===== src/rtl/sha256_digest_serializer_pkg.sv =====
// Shared types and constants for the SHA-256 digest output stage.
package sha256_out_pkg;

    localparam int unsigned DIGEST_W     = 256;
    localparam int unsigned DIGEST_BYTES = 32;
    localparam int unsigned LZ_W         = 9;

    typedef enum logic [0:0] {
        IDLE = 1'b0,
        SEND = 1'b1
    } state_e;

endpackage


===== src/rtl/sha256_digest_serializer_if.sv =====
// Valid/ready byte stream from the digest serializer toward the board output path.
interface sha256_digest_serializer_if;
    logic [7:0] byte_o;
    logic       valid_o;
    logic       ready_i;

    modport master (output byte_o, output valid_o, input ready_i);
    modport slave  (input byte_o, input valid_o, output ready_i);
endinterface


===== src/rtl/sha256_digest_serializer_lzc256.sv =====
// Combinational leading-zero counter over a 256-bit word; all-zero input yields 256.
module lzc256
    import sha256_out_pkg::*;
(
    input  logic [255:0]    data_i,
    output logic [LZ_W-1:0] count_o
);

    logic found;

    always_comb begin
        count_o = LZ_W'(256);
        found   = 1'b0;
        for (int i = 255; i >= 0; i--) begin
            if (!found && data_i[i]) begin
                count_o = LZ_W'(255 - i);
                found   = 1'b1;
            end
        end
    end

endmodule


===== src/rtl/sha256_digest_serializer.sv =====
// Captures the SHA-256 digest on the rising edge of the core's ready level and streams it
// out as 32 bytes over a valid/ready interface; also records the digest's leading-zero count.
module sha256_digest_serializer
    import sha256_out_pkg::*;
#(
    parameter int unsigned DIGEST_W  = 256,
    parameter bit          MSB_FIRST = 1'b1
) (
    input  logic                  clk,
    input  logic                  rst,
    input  logic                  rdy_i,
    input  logic [DIGEST_W-1:0]   hash_i,
    sha256_digest_serializer_if.master out_if,
    output logic                  busy_o,
    output logic                  done_o,
    output logic [LZ_W-1:0]       lz_count_o,
    output logic                  overrun_o
);

    state_e              state_q;
    logic [DIGEST_W-1:0] shift_q;
    logic [4:0]          cnt_q;
    logic                rdy_prev_q;
    logic                valid_q;
    logic                busy_q;
    logic                done_q;
    logic [LZ_W-1:0]     lz_q;
    logic                overrun_q;

    logic                rise;
    logic                xfer;
    logic [LZ_W-1:0]     lz_new;
    logic [DIGEST_W-1:0] shift_next;

    lzc256 u_lzc (
        .data_i  (hash_i[255:0]),
        .count_o (lz_new)
    );

    assign rise = rdy_i & ~rdy_prev_q;
    assign xfer = valid_q & out_if.ready_i;

    // Shift toward whichever end feeds byte_o.
    assign shift_next = MSB_FIRST ? {shift_q[DIGEST_W-9:0], 8'h00}
                                  : {8'h00, shift_q[DIGEST_W-1:8]};

    always_ff @(posedge clk or negedge rst) begin
        if (!rst) begin
            state_q    <= IDLE;
            shift_q    <= '0;
            cnt_q      <= '0;
            rdy_prev_q <= 1'b0;
            valid_q    <= 1'b0;
            busy_q     <= 1'b0;
            done_q     <= 1'b0;
            lz_q       <= '0;
            overrun_q  <= 1'b0;
        end else begin
            rdy_prev_q <= rdy_i;
            done_q     <= 1'b0;
            unique case (state_q)
                IDLE: begin
                    if (rise) begin
                        shift_q <= hash_i;
                        cnt_q   <= '0;
                        lz_q    <= lz_new;
                        valid_q <= 1'b1;
                        busy_q  <= 1'b1;
                        state_q <= SEND;
                    end
                end
                SEND: begin
                    // A digest arriving mid-stream is dropped; only the flag records it.
                    if (rise) begin
                        overrun_q <= 1'b1;
                    end
                    if (xfer) begin
                        if (cnt_q == 5'(DIGEST_BYTES - 1)) begin
                            valid_q <= 1'b0;
                            busy_q  <= 1'b0;
                            done_q  <= 1'b1;
                            state_q <= IDLE;
                        end else begin
                            shift_q <= shift_next;
                            cnt_q   <= cnt_q + 5'd1;
                        end
                    end
                end
                default: state_q <= IDLE;
            endcase
        end
    end

    assign out_if.byte_o  = MSB_FIRST ? shift_q[DIGEST_W-1 -: 8] : shift_q[7:0];
    assign out_if.valid_o = valid_q;
    assign busy_o         = busy_q;
    assign done_o         = done_q;
    assign lz_count_o     = lz_q;
    assign overrun_o      = overrun_q;

endmodule


===== src/flat_wrapper.sv =====
// flat-port wrapper written by rule: the top's interface ports become plain ports
module sha256_digest_serializer_flat import sha256_out_pkg::*;
#(
    parameter int unsigned DIGEST_W  = 256,
    parameter bit          MSB_FIRST = 1'b1
)
  (clk, rst, rdy_i, hash_i, busy_o, done_o, lz_count_o, overrun_o, out_if_byte_o, out_if_valid_o, out_if_ready_i);
  sha256_digest_serializer_if out_if_i ();
  input  logic clk;
  input  logic rst;
  input  logic rdy_i;
  input  logic [DIGEST_W-1:0] hash_i;
  output logic busy_o;
  output logic done_o;
  output logic [LZ_W-1:0] lz_count_o;
  output logic overrun_o;
  output wire logic [$bits(out_if_i.byte_o)-1:0] out_if_byte_o;
  output wire logic [$bits(out_if_i.valid_o)-1:0] out_if_valid_o;
  input wire logic [$bits(out_if_i.ready_i)-1:0] out_if_ready_i;
  assign out_if_byte_o = out_if_i.byte_o;
  assign out_if_valid_o = out_if_i.valid_o;
  assign out_if_i.ready_i = out_if_ready_i;
  sha256_digest_serializer #(.DIGEST_W(DIGEST_W), .MSB_FIRST(MSB_FIRST)) u_core (.clk(clk), .rst(rst), .rdy_i(rdy_i), .hash_i(hash_i), .out_if(out_if_i), .busy_o(busy_o), .done_o(done_o), .lz_count_o(lz_count_o), .overrun_o(overrun_o));
endmodule

===== config.mk =====
export PLATFORM = sky130hd
export DESIGN_NAME = sha256_digest_serializer_flat
export DESIGN_NICKNAME = d
export VERILOG_FILES = /design/src/rtl/sha256_digest_serializer_pkg.sv /design/src/rtl/sha256_digest_serializer_if.sv /design/src/rtl/sha256_digest_serializer_lzc256.sv /design/src/rtl/sha256_digest_serializer.sv /design/src/flat_wrapper.sv
export SDC_FILE = /design/constraint.sdc
export NUM_CORES = 1
export LEC_CHECK = 0
export CORE_MARGIN = 2
export CORE_UTILIZATION = 50
export CTS_BUF_LIST = sky130_fd_sc_hd__clkbuf_4 sky130_fd_sc_hd__clkbuf_8
export DETAILED_ROUTE_END_ITERATION = 8
export PLACE_DENSITY = 0.85
export REMOVE_ABC_BUFFERS = 1
export SLEW_MARGIN = 25
export SYNTH_ARGS = -nofsm -noshare
export SYNTH_HDL_FRONTEND = slang
export SYNTH_SLANG_ARGS = --single-unit

===== constraint.sdc =====
create_clock -name clk -period 2.95 [get_ports clk]
set_clock_uncertainty 0.1 [all_clocks]
set_input_delay 0.59 -clock clk [delete_from_list [all_inputs] [get_ports clk]]
set_output_delay 0.59 -clock clk [all_outputs]
set_load 0.01 [all_outputs]

==> results.yml <==
placement:
  io_buffers: 280
  placedInstanceArea_um2: 26030
  hpwl_um: 71290
  gp_congestion: 1.166
synthesis:
  yosysSeqAreaShare: 0.3870
  synthTopCellsByArea: "dfrtp_1 39%, mux2i_1 14%, o21ai_0 8.1%"
  postSynth.asyncResetShare: 1.000
  ys_warn_count: 0
  ys.flop_type: "dfrtp_1"
  synth_edf_count: 0
  postSynthAreaPerCell_um2: 8.239
  synth_cells: 2158
  synthTopCellsByCount: "342 x nand2_1, 287 x o21ai_0, 275 x dfrtp_1, 249 x mux2i_1, 179 x nor2_1"
  yosysMostFrequentCell: "nand2_1"
  synthDistinctLibCells: 73
  yosysTopAreaCell: "dfrtp_1"
  synth_area_um2: 17780
  synth_seq_cells: 275
  synth.top_cell.area_share: 0.3870
global_routing:
  antenna_found_initial: 7
  grt_pass1_wl_um: 138800
  grt_pass1_vias: 23400
  grtUsageTotal: 0.5072
  globalRoute.totalOverflow: 0
  grt_max_degree: 142
layout:
  drive_gt1_frac: 0.3308
  area_delta_synth_final_pct: 62.69
  fin_nets: 3361
  post-route-cell-area_um2: 28930
  fillers: 2140
power:
  netSwitchingFraction: 0.3721
  vdd_drop_max_uv: 615.7
  power.internal_w: 0.008797
  switching_power_w: 0.005214
  leakagePower_nw: 14.36
  powerDensity_nw_per_um2: 484.3
  pwr-share-clk: 0.277
  finalPower_w: 0.01401
  p_seq_frac: 0.392
  combPwrFrac: 0.331
timing:
  slew_headroom: 0.2720
  hold_slack_ns: 0.2721
  rsz0062_at_grt: "yes"
  tightest_slew_ns: 1.092
  min_period_ns: 3.539
  finalHoldViolCount: 0
  setup_viol: 9
  finalCritPeriodShare: 1.200
  setup_ws_ns: -0.5888
  clock.fmax_ghz: 0.2826
  maxSlewViolCount: 0
floorplan:
  die_w_um: 192.6
  start_util: 0.5036
  die_area_um2: 37090
  io_pins: 281
  core_area_um2: 35310
  rows: 69
  die_y_um: 192.6
clock_tree:
  cts_tree: "built"
  worstSkewPairLatency_ns: 0.65
  clkSlewWorstSetupHoldPaths_ns: 0.06
  cts_buffer_depth: 3
  cts_buffers: 47
  htree_levels: 2
  cts_root_buffer: "clkbuf_8"
  clock_sinks: 275
routing:
  post_drt_wl_per_cell_um: 26.86
  ant_nets: 0
  drt-pass1-iter-count: 8
  first_iter_violations: 3191
  vias_per_cell: 6.604
  drt_wl_total_um: 96590
  route.detailed.drc: 0
  vias: 23750
critical_path:
  r2r_cells: 3
  timing.rr.start: "u_core.state_q"
  critPathKind: "in2reg"
  r2r-end: "u_core.shift_q[182]"
  cp-end-kind: "flop"
  crit_fanout: 3
  crit_required_ns: 3.42
  cp-start-kind: "input pin"
  r2r_slack_ns: 0.31
  cp.arrival_ns: 4.01
hold_path:
  min_from: "hash_i[205]"
  holdPathEnd: "u_core.shift_q[205]"
  hp-class: "in2reg"
  holdPathStages: 4
outcome:
  status: "complete, but fails checks"
  violations: "setup timing"
run:
  drv_cap: 0
## power by group through the flow
| stage | Clock (W) | Combinational [W] | Sequential [W] |
|---|---|---|---|
| after detailed placement | 0 | 0.00432 | 0.00545 |
| after global routing | 0.00404 | 0.00498 | 0.00553 |
| after global placement | 0 | 0.00408 | 0.00537 |
| after floorplan | 0 | 0.00256 | 0.00613 |
| after CTS | 0.00385 | 0.00440 | 0.00540 |
| final | 0.00388 | 0.00464 | 0.00549 |
## what timing repair did
action | 4_1_cts | 5_1_grt
setup endpoints to repair | 9 | 8
hold endpoints to repair | 58 | 0
resized for setup | 270 | 113
gates cloned | 4 | 0
hold buffers | 1 | 0
setup buffers | 35 | 12
pin swaps | 63 | 57
## state kept, by name, summed over array words and instances, names as in the netlist
name                   cells
u_core.lz_count_o          9
u_core.done_o              1
u_core.state_q             1
u_core.rdy_prev_q          1
u_core.shift_q           256
u_core.overrun_o           1
u_core.cnt_q               5
u_core.out_if.valid_o      1
## logic make-up (layout without fill, tap and decap cells)
kind of cell               Yosys count  after routing  share of synthesized area
buffers and inverters              174           1148                    0.03990
muxes                              250            250                     0.1408
xor gates and xnor gates             1              1                  0.0004927
and+or+nand+nor                   1006           1006                     0.2822
DFF                                275            275                     0.3870
adders and majority gates            2              2                   0.001407
other                                0              3                          0
AOI/OAI and AO/OA                  450            450                     0.1481
## per-stage QoR
| stage | setup TNS, ns | util | worst slack [ns] | cells |
|---|---|---|---|---|
| finish | -4.051 | 0.8192 | -0.5888 | 3596 |
| global placement | -10.17 | 0.7371 | -1.309 | 3464 |
| detailed placement | -10.81 | 0.7371 | -1.369 | 3464 |
| floorplan | -5764.38 | - | -22.40 | 2031 |
| global route | -4.271 | 0.8190 | -0.5978 | 3593 |
| CTS | -1.000 | 0.8021 | -0.1811 | 3583 |
## placed cells by master, fill, tap and decap left out, types with 17 or more instances in the layout
master,instances
clkdlybuf4s50_1,200
nor4_2,38
nand4_1,70
mux2i_1,249
nor3_1,78
dfrtp_1,274
nor3_2,22
nand2_1,338
a21oi_1,33
inv_1,47
buf_6,17
buf_4,702
nor4_4,36
o21ai_0,284
dlygate4sd2_1,49
buf_12,17
nor4_1,58
nor2_1,167
nand3_1,38
clkbuf_8,59
## worst max path at each step
stage / start / end / slack [ns] / depth (start not counted)
2_1_floorplan: u_core.state_q / u_core.shift_q[100] / -22.40 / 3
4_1_cts: hash_i[204] / u_core.lz_count_o[7] / -0.18 / 14
6_report: hash_i[61] / u_core.lz_count_o[7] / -0.59 / 13
5_1_grt: hash_i[61] / u_core.lz_count_o[7] / -0.60 / 13
3_3_place_gp: hash_i[210] / u_core.lz_count_o[0] / -1.31 / 13
3_5_place_dp: hash_i[210] / u_core.lz_count_o[0] / -1.37 / 13
## per-layer routing
metal,global-route usage,part of all wire,up-vias
met4,0.3629,0.095,8
li1,-,-,9878
met3,0.1442,0.12,669
met1,0.5964,0.35,11180
met2,0.7966,0.44,2012
met5,0,0.00060,-
## area by class of cell
type | count | area, um^2 | area share
Tap cell | 461 | 576.8 | 0.01994
Sequential cell | 275 | 6885 | 0.2380
Timing Repair Buffer | 1019 | 8618 | 0.2979
Inverter | 47 | 176.4 | 0.006099
Antenna cell | 3 | 7.507 | 0.0002595
Clock buffer | 70 | 894.6 | 0.03093
Multi-Input combinational cell | 1709 | 11630 | 0.4022
Clock inverter | 12 | 135.1 | 0.004671
## critical path: stages
cell and delay [ns]:
clkdlybuf4s50_1 0.56, nor4_2 0.62, buf_4 0.22, nand4_1 0.21
buf_4 0.22, buf_4 0.15, nor3_2 0.19, nand4_1 0.19
or4_4 0.54, o221a_4 0.14, nand4_1 0.15, nor4_1 0.08
a31oi_1 0.14
(Power assumes the default switching activity.)
